<file path="src/rtl/mem_arbiter_pkg.sv">
// Shared types and constants for the two-master memory arbiter.
package mem_arbiter_pkg;

  localparam int ADDR_W_DEF = 32;
  localparam int DATA_W_DEF = 32;
  localparam int LEN_W_DEF  = 3;

  localparam logic M_CPU = 1'b0;
  localparam logic M_AUX = 1'b1;

  typedef enum logic [1:0] {
    IDLE  = 2'd0,
    ISSUE = 2'd1,
    XFER  = 2'd2
  } state_e;

  typedef struct packed {
    logic [LEN_W_DEF-1:0]  len;
    logic [3:0]            mask;
    logic [ADDR_W_DEF-1:0] addr;
    logic                  we;
  } req_t;

endpackage

</file>
<file path="src/rtl/mem_arbiter_slot.sv">
// One-entry request capture slot: holds a pulsed request until the arbiter
// clears it; a pulse into a full slot is dropped and flagged as overflow.
module mem_arbiter_slot
  import mem_arbiter_pkg::*;
#(
  parameter type T = req_t
) (
  input  logic clk_i,
  input  logic rst_ni,
  input  logic capture,
  input  T     fields,
  input  logic clear,
  output logic valid,
  output T     data,
  output logic overflow
);

  logic valid_r;
  T     data_r;

  // A clear in the same cycle frees the slot, so a coincident pulse still lands.
  assign overflow = capture & valid_r & ~clear;
  assign valid    = valid_r;
  assign data     = data_r;

  // Slot valid bit and captured request fields.
  always_ff @(posedge clk_i or negedge rst_ni) begin
    if (!rst_ni) begin
      valid_r <= 1'b0;
      data_r  <= '0;
    end else if (capture && (!valid_r || clear)) begin
      valid_r <= 1'b1;
      data_r  <= fields;
    end else if (clear) begin
      valid_r <= 1'b0;
    end
  end

endmodule

</file>
<file path="src/rtl/mem_arbiter.sv">
// Two-master arbiter sharing one slave request port with burst data routing.
// Build macro MEM_ARBITER_RR_EN selects round-robin; otherwise master 0 has fixed priority.
module mem_arbiter
  import mem_arbiter_pkg::*;
#(
  parameter int ADDR_W = ADDR_W_DEF,
  parameter int DATA_W = DATA_W_DEF,
  parameter int LEN_W  = LEN_W_DEF
) (
  input  logic              clk_i,
  input  logic              rst_ni,
  input  logic              m0_req_valid,
  output logic              m0_req_ready,
  input  logic [LEN_W-1:0]  m0_req_len,
  input  logic [3:0]        m0_req_mask,
  input  logic [ADDR_W-1:0] m0_req_addr,
  input  logic              m0_req_we,
  input  logic              m0_dout_valid,
  input  logic [DATA_W-1:0] m0_dout,
  output logic              m0_din_valid,
  output logic [DATA_W-1:0] m0_din,
  input  logic              m0_din_ack,
  input  logic              m1_req_valid,
  output logic              m1_req_ready,
  input  logic [LEN_W-1:0]  m1_req_len,
  input  logic [3:0]        m1_req_mask,
  input  logic [ADDR_W-1:0] m1_req_addr,
  input  logic              m1_req_we,
  input  logic              m1_dout_valid,
  input  logic [DATA_W-1:0] m1_dout,
  output logic              m1_din_valid,
  output logic [DATA_W-1:0] m1_din,
  input  logic              m1_din_ack,
  output logic              s_req_valid,
  input  logic              s_req_ready,
  output logic [LEN_W-1:0]  s_req_len,
  output logic [3:0]        s_req_mask,
  output logic [ADDR_W-1:0] s_req_addr,
  output logic              s_req_we,
  output logic              s_dout_valid,
  output logic [DATA_W-1:0] s_dout,
  input  logic              s_din_valid,
  input  logic [DATA_W-1:0] s_din,
  output logic              s_din_ack,
  output logic              err_o
);

  typedef struct packed {
    logic [LEN_W-1:0]  len;
    logic [3:0]        mask;
    logic [ADDR_W-1:0] addr;
    logic              we;
  } slot_req_t;

  localparam logic [LEN_W-1:0] LEN_ZERO = {LEN_W{1'b0}};
  localparam logic [LEN_W-1:0] LEN_ONE  = {{(LEN_W-1){1'b0}}, 1'b1};

  state_e           state_r, state_nxt_s;
  logic             grant_r, winner_s;
  logic [LEN_W-1:0] cnt_r;
  logic [1:0]       ready_r;
  logic             err_r;
  slot_req_t        sreq_r, win_req_s;
  slot_req_t        m0_fields_s, m1_fields_s, m0_slot_s, m1_slot_s;
  logic [1:0]       slot_v_s, clear_s, ovf_s;
  logic             any_v_s, accept_s, beat_s, last_beat_s;

  assign m0_fields_s = {m0_req_len, m0_req_mask, m0_req_addr, m0_req_we};
  assign m1_fields_s = {m1_req_len, m1_req_mask, m1_req_addr, m1_req_we};

  mem_arbiter_slot #(.T(slot_req_t)) u_slot0 (
    .clk_i    (clk_i),
    .rst_ni   (rst_ni),
    .capture  (m0_req_valid),
    .fields   (m0_fields_s),
    .clear    (clear_s[0]),
    .valid    (slot_v_s[0]),
    .data     (m0_slot_s),
    .overflow (ovf_s[0])
  );

  mem_arbiter_slot #(.T(slot_req_t)) u_slot1 (
    .clk_i    (clk_i),
    .rst_ni   (rst_ni),
    .capture  (m1_req_valid),
    .fields   (m1_fields_s),
    .clear    (clear_s[1]),
    .valid    (slot_v_s[1]),
    .data     (m1_slot_s),
    .overflow (ovf_s[1])
  );

  assign any_v_s     = |slot_v_s;
  assign accept_s    = (state_r == ISSUE) && s_req_ready;
  assign clear_s[0]  = accept_s && (grant_r == M_CPU);
  assign clear_s[1]  = accept_s && (grant_r == M_AUX);
  assign beat_s      = (state_r == XFER) &&
                       ((grant_r == M_AUX) ? (m1_dout_valid | m1_din_ack)
                                           : (m0_dout_valid | m0_din_ack));
  assign last_beat_s = beat_s && (cnt_r <= LEN_ONE);

`ifdef MEM_ARBITER_RR_EN
  logic last_r;

  // Last-grant pointer; starts at master 1 so master 0 wins the first tie.
  always_ff @(posedge clk_i or negedge rst_ni) begin
    if (!rst_ni) begin
      last_r <= M_AUX;
    end else if ((state_r == IDLE) && any_v_s) begin
      last_r <= winner_s;
    end
  end
`endif

  // Winner selection among valid slots.
  always_comb begin
    winner_s = M_CPU;
    if (slot_v_s[0] && slot_v_s[1]) begin
`ifdef MEM_ARBITER_RR_EN
      winner_s = ~last_r;
`else
      winner_s = M_CPU;
`endif
    end else if (slot_v_s[1]) begin
      winner_s = M_AUX;
    end else begin
      winner_s = M_CPU;
    end
  end

  assign win_req_s = (winner_s == M_AUX) ? m1_slot_s : m0_slot_s;

  // FSM state register.
  always_ff @(posedge clk_i or negedge rst_ni) begin
    if (!rst_ni) begin
      state_r <= IDLE;
    end else begin
      state_r <= state_nxt_s;
    end
  end

  // FSM next-state logic.
  always_comb begin
    state_nxt_s = state_r;
    case (state_r)
      IDLE:    if (any_v_s) state_nxt_s = ISSUE;
               else         state_nxt_s = IDLE;
      ISSUE:   if (s_req_ready) state_nxt_s = XFER;
               else             state_nxt_s = ISSUE;
      XFER:    if (last_beat_s) state_nxt_s = IDLE;
               else             state_nxt_s = XFER;
      default: state_nxt_s = IDLE;
    endcase
  end

  // Grant, forwarded request fields, beat counter and per-master ready.
  always_ff @(posedge clk_i or negedge rst_ni) begin
    if (!rst_ni) begin
      grant_r <= M_CPU;
      sreq_r  <= '0;
      cnt_r   <= LEN_ZERO;
      ready_r <= 2'b00;
    end else begin
      case (state_r)
        IDLE: begin
          if (any_v_s) begin
            grant_r <= winner_s;
            sreq_r  <= win_req_s;
          end
        end
        ISSUE: begin
          if (s_req_ready) begin
            cnt_r   <= (sreq_r.len == LEN_ZERO) ? LEN_ONE : sreq_r.len;
            ready_r <= (grant_r == M_AUX) ? 2'b10 : 2'b01;
          end
        end
        XFER: begin
          if (beat_s) begin
            cnt_r <= cnt_r - LEN_ONE;
            if (last_beat_s) ready_r <= 2'b00;
          end
        end
        default: ready_r <= 2'b00;
      endcase
    end
  end

  // Sticky overflow flag.
  always_ff @(posedge clk_i or negedge rst_ni) begin
    if (!rst_ni) begin
      err_r <= 1'b0;
    end else if (|ovf_s) begin
      err_r <= 1'b1;
    end
  end

  // FSM outputs and zero-latency data routing for the granted master only.
  always_comb begin
    s_req_valid  = 1'b0;
    s_dout_valid = 1'b0;
    s_dout       = (grant_r == M_AUX) ? m1_dout : m0_dout;
    s_din_ack    = 1'b0;
    m0_din_valid = 1'b0;
    m1_din_valid = 1'b0;
    case (state_r)
      ISSUE: s_req_valid = 1'b1;
      XFER: begin
        if (grant_r == M_AUX) begin
          s_dout_valid = m1_dout_valid;
          s_din_ack    = m1_din_ack;
          m1_din_valid = s_din_valid;
        end else begin
          s_dout_valid = m0_dout_valid;
          s_din_ack    = m0_din_ack;
          m0_din_valid = s_din_valid;
        end
      end
      default: s_req_valid = 1'b0;
    endcase
  end

  assign s_req_len    = sreq_r.len;
  assign s_req_mask   = sreq_r.mask;
  assign s_req_addr   = sreq_r.addr;
  assign s_req_we     = sreq_r.we;
  assign m0_req_ready = ready_r[0];
  assign m1_req_ready = ready_r[1];
  assign m0_din       = s_din;
  assign m1_din       = s_din;
  assign err_o        = err_r;

endmodule

</file>
<file path="config.mk">
export PLATFORM = sky130hd
export DESIGN_NAME = mem_arbiter
export DESIGN_NICKNAME = d
export VERILOG_FILES = /design/src/rtl/mem_arbiter_pkg.sv /design/src/rtl/mem_arbiter_slot.sv /design/src/rtl/mem_arbiter.sv
export SDC_FILE = /design/constraint.sdc
export NUM_CORES = 1
export LEC_CHECK = 0
export ABC_CLOCK_PERIOD_IN_PS = 1900
export CAP_MARGIN = 20
export CORE_MARGIN = 4
export CORE_UTILIZATION = 41
export CTS_CLUSTER_DIAMETER = 80
export CTS_CLUSTER_SIZE = 8
export DETAILED_ROUTE_END_ITERATION = 6
export GPL_TIMING_DRIVEN = 0
export PLACE_DENSITY = 0.84
export REMOVE_ABC_BUFFERS = 1
export SYNTH_ARGS = -nofsm -noshare
export SYNTH_HDL_FRONTEND = slang
export SYNTH_SLANG_ARGS = --single-unit
</file>
<file path="constraint.sdc">
create_clock -name clk_i -period 1.9 [get_ports clk_i]
set_input_delay 0.38 -clock clk_i [delete_from_list [all_inputs] [get_ports clk_i]]
set_output_delay 0.38 -clock clk_i [all_outputs]
set_load 0.005 [all_outputs]
</file>
==> results of run 1 <==
[registers in the layout, summed over array words and instances (netlist names)]
register and cells:
s_req_mask 4, err_o 1, ready_r 2, u_slot0.data 40
u_slot1.data 40, u_slot1.valid 1, u_slot0.valid 1, grant_r 1
s_req_we 1, cnt_r 3, state_r 2, s_req_len 3
s_req_addr 32
[critical path, delay by kind of cell (launching register included)]
| family | cells | cell delay [ps] |
|---|---|---|
| buffers and inverters | 3 | 430 |
| DFF | 1 | 520 |
| muxes | 1 | 270 |
[layout by cell type, fill, tap and decap left out, drive strengths merged, types with 2 or more instances in the layout]
cell type / count
nor4: 2
clkbuf: 20
inv: 8
bufinv: 3
o22ai: 2
o21ai: 2
clkdlybuf4s50: 194
mux2: 192
o311ai: 2
nand3b: 3
a21o: 2
mux2i: 4
a21oi: 3
buf: 80
nor2: 4
nor2b: 4
nor3b: 2
and3: 2
dfrtp: 131
nand2: 4
clkinv: 4
ha: 2
clkinvlp: 4
[timing repair]
item                                   CTS  global route
pin swaps                                4             2
endpoints found under the hold margin   31             0
gates resized for setup                206            20
hold buffers                             1             0
cloned                                  10             1
setup endpoints to repair              165           144
setup buffers                           26             6
[layer usage]
metal	global-route usage [%]	up-vias
met5	7.50	-
met4	6.00	4
met3	15.0	28
met2	38.5	310
met1	25.5	2322
li1	-	2039
[report_power, final]
group	switching [mW]	internal [mW]	leakage, nW
logic	2.50	4.84	2.41
clock network	1.24	2.12	0.288
registers	0.811	4.23	1.55
total	4.56	11.2	4.25
[final cells by class]
type                    instances  area, um2
multi-input cells             247       2740
fillers                      1123       5480
repair buffers                278       3020
well taps                     211        264
clock buffers                  19        443
clock inverters                13        175
flip-flops and latches        131       3280
inverters                       6       27.5
[cell families after synthesis]
group | after synthesis | synth area share [%]
and+or+nand+nor | 27 | 2.66
DFF | 131 | 50.1
AOI/OAI and AO/OA | 21 | 2.58
muxes | 196 | 33.6
buffers and inverters | 92 | 10.6
adders and majority gates | 2 | 0.382
[how the worst min path moves through the flow]
stage	to	slack [ps]	cells after the start
finish	u_slot1.data[14]	430	2
global route	u_slot1.data[14]	450	2
CTS	u_slot1.data[14]	400	2
detailed placement	s_req_addr[13]	280	1
global placement	err_o	460	1
floorplan	cnt_r[0]	80	0
[through the flow]
step | cell area, um2 | util, % | power [mW]
6_report | 9950 | 64.5 | 15.7
5_1_grt | 9950 | 64.5 | 16.6
4_1_cts | 9880 | 64.0 | 15.7
3_5_place_dp | 8650 | 56.1 | 11.1
3_3_place_gp | 8470 | 54.9 | 10.6
2_1_floorplan | 5870 | - | 8.19
==> results.sh, run 1 <==
export IMPL_status="finished, violations left"
export IMPL_violations="negative setup slack"
export IMPL_p_leak_nw=4.25
export IMPL_antenna_found_initial=1
export IMPL_setup_violations=93
export IMPL_synth_edff_count=0
export IMPL_cp_endpoint="s_dout[3]"
export IMPL_synth_cells=469
export IMPL_cts_tree="built"
export IMPL_yosysMostFrequentCell="mux2_2"
export IMPL_critPathCaptureType="primary output"
export IMPL_dieArea_um2=18000
export IMPL_core_um2=15400
export IMPL_slew_headroom_pct=65.3
export IMPL_cts_sinks=131
export IMPL_area_delta_synth_final_pct=52.0
export IMPL_cts_inserted_buffers=17
export IMPL_m1WireLength_mm=8.09
export IMPL_wl_per_cell_um=23.8
export IMPL_grt_pass1_vias=5285
export IMPL_crit_type="flip-flop to primary output"
export IMPL_grt_ovfl_total=0
export IMPL_wl_met3_mm=2.93
export IMPL_path_clk_slew_ps=60
export IMPL_startpoint="grant_r"
export IMPL_vias=4703
export IMPL_dp_cells=834
export IMPL_yosys_warnings=0
export IMPL_critPathSlowestCell="dfrtp_4"
export IMPL_io_pins=330
export IMPL_cp_arrival_ps=1630
export IMPL_clock_skew_ps=12.3
export IMPL_ys_flop_type="dfrtp_1"
export IMPL_synth_seq_cells=131
export IMPL_tns_ps=-4230
export IMPL_viasPerCell=5.20
export IMPL_p_per_area_nw_per_um2=1580
export IMPL_grt_max_degree=101
export IMPL_synth_commonest_cells="mux2_2, dfrtp_1, buf_4, buf_6, mux2_1"
export IMPL_place_ws_ps=-748
export IMPL_syn_avg_cell_area_um2=14.0
export IMPL_min_period_ps=2010
export IMPL_r2r_slack_ps=-80
export IMPL_fin_cells=905
export IMPL_clock_latency_ps=410
export IMPL_hp_class="primary input to asynchronous set/reset pin"
export IMPL_slew_violations=0
export IMPL_ys_seq_area_share_pct=50.1
export IMPL_grt_pass1_wl_mm=31.8
export IMPL_synth_area_leader_cell="dfrtp_1"
export IMPL_hold_viol=0
export IMPL_postRouteAntennaNets=0
export IMPL_drt_first_pass_iters=4
export IMPL_synthArstFlopShare_pct=100
export IMPL_rsz0062_at_grt="yes"
export IMPL_start_util_pct=42.4
export IMPL_worstReg2RegStart="grant_r"
export IMPL_path_cells="buf_8 > buf_16 > mux2_2 > buf_2"
export IMPL_reg2regPathDepth=7
export IMPL_cp_slowest_stage_delay_ps=520
export IMPL_worst_ir_drop_vdd_mv=0.824
export IMPL_start_kind="flip-flop"
export IMPL_synthDistinctLibCells=40
export IMPL_grt_usage_pct=23.7
export IMPL_drc=0
export IMPL_cts_path_max_buffers=2
export IMPL_cp_max_fo=6
export IMPL_die_y_um=134
export IMPL_layout_drive_gt1_share_pct=45.1
export IMPL_root_buffer="clkbuf_16"
export IMPL_die_w_um=134
export IMPL_drv_cap=0
export IMPL_drt_initial_drc_count=193
export IMPL_std_cell_rows=45
export IMPL_reg2reg_to="u_slot0.data[29]"
export IMPL_highest_layer="met5"
export IMPL_yosys_area_top_type_share_pct=50.1
export IMPL_htreeDepth=4
export IMPL_syn_area_um2=6550
export IMPL_routed_wirelength_mm=21.6
export IMPL_finalHoldWorstSlack_ps=427
export IMPL_wl_met2_mm=10.1
export IMPL_fmax_mhz=498
export IMPL_final_setup_worst_slack_ps=-109
export IMPL_port_buffers=233
export IMPL_synthTopCellsByArea="dfrtp_1, mux2_2, buf_4"
export IMPL_fin_crit_sh_pct=106
export IMPL_hpwl_mm=14.6
export IMPL_cp_data_required_time_ps=1520
export IMPL_tightest_slew_ps=520
export IMPL_nets=869
export IMPL_place_congestion=0.772
export IMPL_n_antenna_cell=0
No activity file was read; power rests on OpenSTA's default activity.
==> inputs of run 2 (changes only) <==
--- a/config.mk
+++ b/config.mk
@@ -14,7 +14,9 @@
 export DETAILED_ROUTE_END_ITERATION = 6
 export GPL_TIMING_DRIVEN = 0
 export PLACE_DENSITY = 0.84
+export RECOVER_POWER = 25
 export REMOVE_ABC_BUFFERS = 1
+export SKIP_LAST_GASP = 1
 export SYNTH_ARGS = -nofsm -noshare
 export SYNTH_HDL_FRONTEND = slang
 export SYNTH_SLANG_ARGS = --single-unit
==> run 2 against run 1 <==
Net effect: the run still ends with negative setup slack left; hold slack improved by 49 ps; sequential power about the same; clock skew about the same; via count decreased by 0.36%.
==> results.sh, run 2 (synthesis gave the netlist of run 1 again) <==
export IMPL_final_common_cell="clkdlybuf4s50_1"
export IMPL_fin_util_pct=64.2
export IMPL_vias=4686
export IMPL_cts_path_max_buffers=2
export IMPL_fin_cells=905
export IMPL_fmax_mhz=497
export IMPL_place_congestion=0.772
export IMPL_clock_skew_ps=12.3
export IMPL_grt_pass1_vias=5254
export IMPL_cp_arrival_ps=2290
export IMPL_cts_sinks=131
export IMPL_grt_pass1_wl_mm=31.5
export IMPL_antenna_found_initial=1
export IMPL_path_clk_slew_ps=60
export IMPL_crit_buf_inv=4
export IMPL_critPathSlowestCell="dfrtp_4"
export IMPL_path_cells="buf_4 > buf_12 > and4bb_4 > o21ai_4 > clkbuf_16 > buf_16 > mux2_4"
export IMPL_worst_ir_drop_vdd_mv=0.822
export IMPL_cp_max_fo=8
export IMPL_r2r_slack_ps=-110
export IMPL_num_fill_cells=1126
export IMPL_grt_ovfl_total=0
export IMPL_wl_per_cell_um=23.7
export IMPL_tns_ps=-4790
export IMPL_clock_latency_ps=410
export IMPL_cts_inserted_buffers=17
export IMPL_drc=0
export IMPL_start_kind="flip-flop"
export IMPL_violations="negative setup slack"
export IMPL_slew_violations=0
export IMPL_viasPerCell=5.18
export IMPL_port_buffers=233
export IMPL_p_per_area_nw_per_um2=1580
export IMPL_crit_type="flip-flop to flip-flop"
export IMPL_setup_violations=81
export IMPL_std_cell_rows=45
export IMPL_layout_drive_gt1_share_pct=45.1
export IMPL_routed_wirelength_mm=21.5
export IMPL_postRouteAntennaNets=0
export IMPL_htreeDepth=4
export IMPL_n_antenna_cell=0
export IMPL_die_w_um=134
export IMPL_start_util_pct=42.4
export IMPL_drv_cap=0
export IMPL_cp_slowest_stage_delay_ps=520
export IMPL_dp_cells=834
export IMPL_status="finished, violations left"
export IMPL_nets=869
export IMPL_cts_tree="built"
export IMPL_area_delta_synth_final_pct=51.4
export IMPL_dieArea_um2=18000
export IMPL_min_period_ps=2010
export IMPL_tightest_slew_ps=854
export IMPL_grt_usage_pct=23.5
export IMPL_worst_path_dominant_cell_family="buffers and inverters"
export IMPL_drt_initial_drc_count=178
export IMPL_die_y_um=134
export IMPL_finalHoldWorstSlack_ps=476
export IMPL_critPathCaptureType="flip-flop"
export IMPL_fin_crit_sh_pct=106
export IMPL_hpwl_mm=14.6
export IMPL_io_pins=330
export IMPL_hp_class="flip-flop to flip-flop"
export IMPL_core_um2=15400
export IMPL_grt_max_degree=101
export IMPL_place_ws_ps=-748
export IMPL_p_leak_nw=4.23
export IMPL_cp_data_required_time_ps=2180
export IMPL_drt_first_pass_iters=4
export IMPL_hold_viol=0
export IMPL_final_cell_mix="clkdlybuf4s50_1, mux2_2, dfrtp_1"
export IMPL_rsz0062_at_grt="yes"
export IMPL_slew_headroom_pct=43.1
export IMPL_root_buffer="clkbuf_16"
export IMPL_final_setup_worst_slack_ps=-110
==> run 2: what timing repair did <==
item	4_1_cts	5_1_grt
hold buffers	1	0
resized for setup	187	31
pin swaps	4	4
cloned	10	1
setup endpoints to repair	165	144
hold endpoints to repair	31	0
buffers inserted	26	6
==> run 2: path summary, 6_finish.rpt <==
| path | start | endpoint | depth (start not counted) |
|---|---|---|---|
| max | grant_r | u_slot0.data[29] | 7 |
| min | err_o | err_o | 1 |
| max reg2reg | grant_r | u_slot0.data[29] | 7 |
| min reg2reg | err_o | err_o | 1 |
| max in group asynchronous | rst_ni | state_r[0] | 3 |
| min in group asynchronous | rst_ni | u_slot1.data[14] | 2 |
==> run 2: report_power, final <==
group | internal [mW] | switching [mW]
logic | 4.78 | 2.48
clock network | 2.12 | 1.23
registers | 4.23 | 0.804
total | 11.1 | 4.52
==> run 2: metrics by stage <==
step	power (mW)	instance area, um2
CTS	15.6	9820
global route	16.6	9910
global placement	10.6	8470
finish	15.7	9910
detailed placement	11.1	8650
floorplan	8.19	5870
==> run 2: final cells by class <==
| class | instances | area, um2 | share of cell area, % |
|---|---|---|---|
| clock buffers | 19 | 443 | 4.47 |
| clock inverters | 13 | 175 | 1.77 |
| inverters | 6 | 25.0 | 0.253 |
| multi-input cells | 247 | 2710 | 27.3 |
| flip-flops and latches | 131 | 3280 | 33.1 |
| well taps | 211 | 264 | 2.66 |
| repair buffers | 278 | 3010 | 30.4 |
==> run 2: metal layers <==
layer | routed length, um | global-route usage (%) | vias up
met5 | 138 | 7.50 | -
met4 | 340 | 6.05 | 6
met3 | 2890 | 15.1 | 36
met2 | 10100 | 38.2 | 301
met1 | 7960 | 25.1 | 2304
li1 | - | - | 2039
